==> src/rtl/vec_scalar_opnd_issue_if.sv <==
// vec_scalar_opnd_issue_if: decoder-in, regfile port-steal and issue-out
// bundle for the vector scalar-operand issue stage.
interface vec_scalar_opnd_issue_if #(
  parameter int DEPTH   = 4,
  parameter int INSTR_W = 32,
  parameter int XLEN    = 64,
  parameter int RADDR_W = 6
);
  localparam int CW = $clog2(DEPTH + 1);

  logic               vins_valid_i;
  logic               vins_ready_o;
  logic [INSTR_W-1:0] vins_instr_i;
  logic               vins_use_rs1_i;
  logic [4:0]         vins_rs1_i;
  logic               rf_grant_i;
  logic               rs1_addr_Ven_o;
  logic [RADDR_W-1:0] rs1_addr_o;
  logic [XLEN-1:0]    rs1_data_i;
  logic               vissue_valid_o;
  logic               vissue_ready_i;
  logic [INSTR_W-1:0] vissue_instr_o;
  logic [XLEN-1:0]    vissue_scalar_o;
  logic [CW-1:0]      fifo_count_o;

  modport slave (
    input  vins_valid_i, vins_instr_i,
    input  vins_use_rs1_i, vins_rs1_i,
    input  rf_grant_i, rs1_data_i,
    input  vissue_ready_i,
    output vins_ready_o, rs1_addr_Ven_o,
    output rs1_addr_o, vissue_valid_o,
    output vissue_instr_o, vissue_scalar_o,
    output fifo_count_o
  );

  modport master (
    output vins_valid_i, vins_instr_i,
    output vins_use_rs1_i, vins_rs1_i,
    output rf_grant_i, rs1_data_i,
    output vissue_ready_i,
    input  vins_ready_o, rs1_addr_Ven_o,
    input  rs1_addr_o, vissue_valid_o,
    input  vissue_instr_o, vissue_scalar_o,
    input  fifo_count_o
  );
endinterface

==> src/rtl/vec_scalar_opnd_issue.sv <==
// vec_scalar_opnd_issue: hold stage, scalar regfile port-1 steal and an
// in-order fall-through FIFO feeding the vector execution unit.
module vec_scalar_opnd_issue #(
  parameter int DEPTH   = 4,
  parameter int INSTR_W = 32,
  parameter int XLEN    = 64,
  parameter int RADDR_W = 6
) (
  input  logic clk_i,
  input  logic rstn_i,
  input  logic soft_rstn_i,
  input  logic flush_i,
  vec_scalar_opnd_issue_if.slave bus
);
  localparam int PW = $clog2(DEPTH);
  localparam int CW = $clog2(DEPTH + 1);
  localparam logic [CW-1:0] FULL = CW'(DEPTH);

  typedef struct packed {
    logic [INSTR_W-1:0] instr;
    logic [XLEN-1:0]    scalar;
  } ent_t;

  logic               hold_valid;
  logic               hold_need;
  logic [INSTR_W-1:0] hold_instr;
  logic [4:0]         hold_rs1;

  ent_t          mem [DEPTH];
  logic [PW-1:0] rptr;
  logic [PW-1:0] wptr;
  logic [CW-1:0] count;

  logic kill;
  logic full;
  logic push;
  logic pop;
  logic need_in;
  logic rdy;
  logic accept;

  always_comb begin
    kill    = flush_i || !soft_rstn_i;
    full    = (count == FULL);
    push    = hold_valid && !full && !kill &&
              (!hold_need || bus.rf_grant_i);
    pop     = (count != '0) && bus.vissue_ready_i;
    need_in = bus.vins_use_rs1_i && (bus.vins_rs1_i != 5'd0);
    rdy     = !kill && (!hold_valid || push);
    accept  = bus.vins_valid_i && rdy;
  end

  // rstn_i only gates the output so it never reaches a flop data path
  assign bus.vins_ready_o    = rstn_i && rdy;
  assign bus.rs1_addr_Ven_o  = push && hold_need;
  assign bus.rs1_addr_o      = hold_valid ?
    {{(RADDR_W-5){1'b0}}, hold_rs1} : '0;
  assign bus.vissue_valid_o  = (count != '0);
  assign bus.vissue_instr_o  = mem[rptr].instr;
  assign bus.vissue_scalar_o = mem[rptr].scalar;
  assign bus.fifo_count_o    = count;

  always_ff @(posedge clk_i or negedge rstn_i) begin
    if (!rstn_i) begin
      hold_valid <= 1'b0;
      hold_need  <= 1'b0;
      hold_instr <= '0;
      hold_rs1   <= '0;
    end else if (kill) begin
      hold_valid <= 1'b0;
    end else if (accept) begin
      hold_valid <= 1'b1;
      hold_need  <= need_in;
      hold_instr <= bus.vins_instr_i;
      hold_rs1   <= bus.vins_rs1_i;
    end else if (push) begin
      hold_valid <= 1'b0;
    end
  end

  always_ff @(posedge clk_i or negedge rstn_i) begin
    if (!rstn_i) begin
      rptr  <= '0;
      wptr  <= '0;
      count <= '0;
      for (int i = 0; i < DEPTH; i++) mem[i] <= '0;
    end else if (kill) begin
      rptr  <= '0;
      wptr  <= '0;
      count <= '0;
    end else begin
      if (push) begin
        mem[wptr] <= ent_t'{
          instr:  hold_instr,
          scalar: hold_need ? bus.rs1_data_i : '0
        };
        wptr <= wptr + 1'b1;
      end
      if (pop) rptr <= rptr + 1'b1;
      unique case ({push, pop})
        2'b10:   count <= count + 1'b1;
        2'b01:   count <= count - 1'b1;
        default: count <= count;
      endcase
    end
  end
endmodule

==> src/flat_wrapper.sv <==
// flat-port wrapper written by rule: the top's interface ports become plain ports
module vec_scalar_opnd_issue_flat 
#(
  parameter int DEPTH   = 4,
  parameter int INSTR_W = 32,
  parameter int XLEN    = 64,
  parameter int RADDR_W = 6
)
  (clk_i, rstn_i, soft_rstn_i, flush_i, bus_vins_valid_i, bus_vins_instr_i, bus_vins_use_rs1_i, bus_vins_rs1_i, bus_rf_grant_i, bus_rs1_data_i, bus_vissue_ready_i, bus_vins_ready_o, bus_rs1_addr_Ven_o, bus_rs1_addr_o, bus_vissue_valid_o, bus_vissue_instr_o, bus_vissue_scalar_o, bus_fifo_count_o);
  vec_scalar_opnd_issue_if #(.DEPTH(DEPTH), .INSTR_W(INSTR_W), .XLEN(XLEN), .RADDR_W(RADDR_W)) bus_i ();
  input  logic clk_i;
  input  logic rstn_i;
  input  logic soft_rstn_i;
  input  logic flush_i;
  input wire logic [$bits(bus_i.vins_valid_i)-1:0] bus_vins_valid_i;
  input wire logic [$bits(bus_i.vins_instr_i)-1:0] bus_vins_instr_i;
  input wire logic [$bits(bus_i.vins_use_rs1_i)-1:0] bus_vins_use_rs1_i;
  input wire logic [$bits(bus_i.vins_rs1_i)-1:0] bus_vins_rs1_i;
  input wire logic [$bits(bus_i.rf_grant_i)-1:0] bus_rf_grant_i;
  input wire logic [$bits(bus_i.rs1_data_i)-1:0] bus_rs1_data_i;
  input wire logic [$bits(bus_i.vissue_ready_i)-1:0] bus_vissue_ready_i;
  output wire logic [$bits(bus_i.vins_ready_o)-1:0] bus_vins_ready_o;
  output wire logic [$bits(bus_i.rs1_addr_Ven_o)-1:0] bus_rs1_addr_Ven_o;
  output wire logic [$bits(bus_i.rs1_addr_o)-1:0] bus_rs1_addr_o;
  output wire logic [$bits(bus_i.vissue_valid_o)-1:0] bus_vissue_valid_o;
  output wire logic [$bits(bus_i.vissue_instr_o)-1:0] bus_vissue_instr_o;
  output wire logic [$bits(bus_i.vissue_scalar_o)-1:0] bus_vissue_scalar_o;
  output wire logic [$bits(bus_i.fifo_count_o)-1:0] bus_fifo_count_o;
  assign bus_i.vins_valid_i = bus_vins_valid_i;
  assign bus_i.vins_instr_i = bus_vins_instr_i;
  assign bus_i.vins_use_rs1_i = bus_vins_use_rs1_i;
  assign bus_i.vins_rs1_i = bus_vins_rs1_i;
  assign bus_i.rf_grant_i = bus_rf_grant_i;
  assign bus_i.rs1_data_i = bus_rs1_data_i;
  assign bus_i.vissue_ready_i = bus_vissue_ready_i;
  assign bus_vins_ready_o = bus_i.vins_ready_o;
  assign bus_rs1_addr_Ven_o = bus_i.rs1_addr_Ven_o;
  assign bus_rs1_addr_o = bus_i.rs1_addr_o;
  assign bus_vissue_valid_o = bus_i.vissue_valid_o;
  assign bus_vissue_instr_o = bus_i.vissue_instr_o;
  assign bus_vissue_scalar_o = bus_i.vissue_scalar_o;
  assign bus_fifo_count_o = bus_i.fifo_count_o;
  vec_scalar_opnd_issue #(.DEPTH(DEPTH), .INSTR_W(INSTR_W), .XLEN(XLEN), .RADDR_W(RADDR_W)) u_core (.clk_i(clk_i), .rstn_i(rstn_i), .soft_rstn_i(soft_rstn_i), .flush_i(flush_i), .bus(bus_i));
endmodule
==> config.mk <==
export PLATFORM = sky130hd
export DESIGN_NAME = vec_scalar_opnd_issue_flat
export DESIGN_NICKNAME = d
export VERILOG_FILES = /design/src/rtl/vec_scalar_opnd_issue_if.sv /design/src/rtl/vec_scalar_opnd_issue.sv /design/src/flat_wrapper.sv
export SDC_FILE = /design/constraint.sdc
export NUM_CORES = 1
export LEC_CHECK = 0
export ABC_AREA = 1
export BUFFER_PORTS_ARGS = -buffer_cell sky130_fd_sc_hd__buf_2
export CAP_MARGIN = 20
export CORE_MARGIN = 3
export CORE_UTILIZATION = 59
export DETAILED_ROUTE_END_ITERATION = 12
export PLACE_DENSITY = 0.8
export SLEW_MARGIN = 20
export SYNTH_ARGS = -nofsm -noshare
export SYNTH_HDL_FRONTEND = slang
export SYNTH_SLANG_ARGS = --single-unit
==> constraint.sdc <==
create_clock -name clk_i -period 3.07 [get_ports clk_i]
set_input_delay 0.614 -clock clk_i [delete_from_list [all_inputs] [get_ports clk_i]]
set_output_delay 0.614 -clock clk_i [all_outputs]
set_load 0.02 [all_outputs]
==> results.py <==
metrics = {
    "outcome": {
        "status": "completed",
    },
    "layout": {
        "multi_input_area_um2": 7876,
        "fillers": 2552,
        "final_common_cell": "nand2_1",
        "diodes": 0,
        "drive_above_1_share": 0.1373,
        "layout_common_cells": "nand2_1, dfrtp_1, o21ai_0",
        "seqCellArea_um2": 10770,
        "stdcell_area_um2": 22190,
        "area_growth_pct": 13.63,
        "finalNetCount": 2470,
    },
    "logic_synthesis": {
        "ys_async_sr_fraction": 1.000,
        "ys_ff_latch": 430,
        "synth-edff-count": 0,
        "syn-instance-count": 2242,
        "synth_top_area_frac": 0.5510,
        "yosysWarningCount": 0,
        "seq_area_frac_synth": 0.5510,
        "yosys_most_used_dff": "dfrtp_1",
        "avgSynthCellArea_um2": 8.710,
        "synthesis.nets": 2357,
        "synth_cell_type_count": 27,
        "syn_area_um2": 19530,
        "yosysTopAreaCell": "dfrtp_1",
        "synthTopCellsByArea": "dfrtp_1, nand2_1, o21a_1",
    },
    "worst_setup_path": {
        "critPathLaunchType": "flip-flop",
        "crit_required_ps": 2460,
        "critical_path.max_fanout": 64,
        "crit_path_end_kind": "primary output",
        "path_buf_inv": 3,
        "crit_chain": "inv_4 -> buf_12 -> o21ai_0 -> o22ai_1 -> buf_2",
        "cpPeakStageDelay_ps": 510,
        "slowest_stage": "dfrtp_4",
        "worstPathArrival_ps": 2400,
        "crit_type": "flip-flop to primary output",
        "cp_top_family": "buffers and inverters",
    },
    "power": {
        "report.power.total_uw": 14250,
        "irDropWorstVdd_mv": 0.4240,
        "leakagePower_uw": 0.01101,
        "p_per_area_nw_per_um2": 642.4,
    },
    "timing": {
        "setup_ws_ps": 60.59,
        "fmax_mhz": 332.3,
        "slew_headroom": 0.3842,
        "holdWs_ps": 191.9,
        "fin_crit_sh": 0.9803,
        "finClkSkew_ps": 10.61,
        "worst_pin_slew_ps": 923.6,
        "finalMaxSlewViolations": 0,
        "setup_violations": 0,
        "hold_viol": 0,
        "fin_crit_ps": 3009,
        "setup_tns_ps": 0,
        "rsz0062_at_grt": "false",
    },
    "cts": {
        "cts_buffer_depth": 3,
        "clock_latency_ps": 540,
        "clock_sinks": 430,
        "tritoncts": "built",
        "numCtsBuffers": 44,
        "cts_hold_buf": 0,
        "clkTransAtPathRegs_ps": 60,
        "root_buffer": "clkbuf_16",
        "htree_levels": 2,
    },
    "detailed_routing": {
        "post_drt_wl_per_cell_um": 17.91,
        "vias": 16710,
        "routed_wirelength_um": 50440,
        "ant_nets": 0,
        "firstDrtPassIters": 6,
        "avgViaCountPerCell": 5.933,
        "drt-initial-drc-count": 1556,
        "drc": 0,
    },
    "global_routing": {
        "antenna_found_initial": 1,
        "gr-total-overflow": 0,
        "grt_pass1_vias": 16390,
        "grt_pass1_wl_um": 83810,
        "grt_use_total": 0.2856,
        "grt_max_degree": 137,
    },
    "flow_run": {
        "maxCapViolations": 0,
    },
    "place": {
        "post-place-ws_ps": 652.3,
        "gp_congestion": 0.7997,
        "hpwl_um": 28790,
        "numPortBuffers": 215,
        "dpl-instance-area_um2": 20780,
    },
    "floorplan": {
        "ioPinCount": 217,
        "std_cell_rows": 65,
        "die_h_um": 187.9,
        "die_area_um2": 35320,
        "die_w_um": 187.9,
        "coreArea_um2": 32120,
        "initial_core_util": 0.6079,
    },
    "hold_path": {
        "hold_path.class": "primary input to asynchronous set/reset pin",
    },
}
## metrics by stage
stage                     utilization  std cells
final                          0.6908       2816
after global routing           0.6908       2816
after detailed placement       0.6470       2744
after CTS                      0.6905       2816
after floorplan                     -       2242
after global placement         0.6470       2744
## routing by layer
| metal | wire length [um] | global-route usage |
|---|---|---|
| met2 | 24260 | 0.4711 |
| met4 | 1226 | 0.08456 |
| met1 | 21040 | 0.4021 |
| met3 | 3904 | 0.03496 |
| met5 | 7 | 0 |
## cells in the mapped netlist, types with 2 or more instances
| master | number |
|---|---|
| clkbuf_1 | 105 |
| nand4_1 | 38 |
| nor2_2 | 2 |
| nor2_1 | 200 |
| a21oi_1 | 2 |
| o21a_1 | 256 |
| dfrtp_1 | 430 |
| o22ai_1 | 97 |
| nand3_1 | 8 |
| ha_1 | 5 |
| buf_6 | 2 |
| buf_2 | 40 |
| o21ai_0 | 324 |
| nand2_1 | 664 |
| buf_1 | 13 |
| buf_4 | 22 |
| nor2_4 | 2 |
| inv_1 | 23 |
## sequential cells by signal (all words and copies together), names as in the netlist
register / flops
u_core.mem: 384
u_core.hold_instr: 32
u_core.hold_rs1: 5
u_core.bus.fifo_count_o: 3
u_core.rptr: 2
u_core.wptr: 2
u_core.hold_need: 1
u_core.hold_valid: 1
## area by class of cell
cell class                 instances  area share
clock buffer                      63     0.05875
tap                              435     0.02453
multi-input combinational       1606      0.3549
clock inverter                     9    0.004285
inverter                          24    0.004173
timing repair buffer             249     0.06811
sequential                       430      0.4852
## power breakdown
group / internal, uW / switching [uW] / leakage [uW] / total [uW]
Clock: 3090 / 2140 / 0.000698 / 5230
Sequential: 6200 / 368 / 0.00577 / 6560
Combinational: 868 / 1590 / 0.00454 / 2460
## cell families after synthesis
| logic type | Yosys count | share of synthesized area |
|---|---|---|
| and+or+nand+nor | 918 | 0.1834 |
| other | 1 | 0.0001920 |
| buffers and inverters | 206 | 0.04716 |
| AOI/OAI and AO/OA | 679 | 0.2130 |
| xor gates and xnor gates | 2 | 0.0008972 |
| DFF | 430 | 0.5510 |
| adders and majority gates | 6 | 0.004229 |
## path summary, 6_finish.rpt
| kind | from | end | slack [ps] | depth (start not counted) |
|---|---|---|---|---|
| max | u_core.rptr[0] | bus_vissue_scalar_o[60] | 60 | 5 |
| min | rstn_i | u_core.mem[111] | 190 | 2 |
| max reg2reg | u_core.hold_valid | u_core.mem[240] | 850 | 7 |
| min reg2reg | u_core.mem[226] | u_core.mem[226] | 480 | 1 |
| max in group asynchronous | rstn_i | u_core.mem[58] | 2140 | 2 |
| min in group clk_i | bus_vins_instr_i[11] | u_core.hold_instr[11] | 330 | 3 |
## repair_timing
action / CTS / global route
endpoints found under the setup margin: 0 / 6
buffers inserted: 0 / 0
resized for setup: 0 / 2
(Power assumes the default switching activity.)
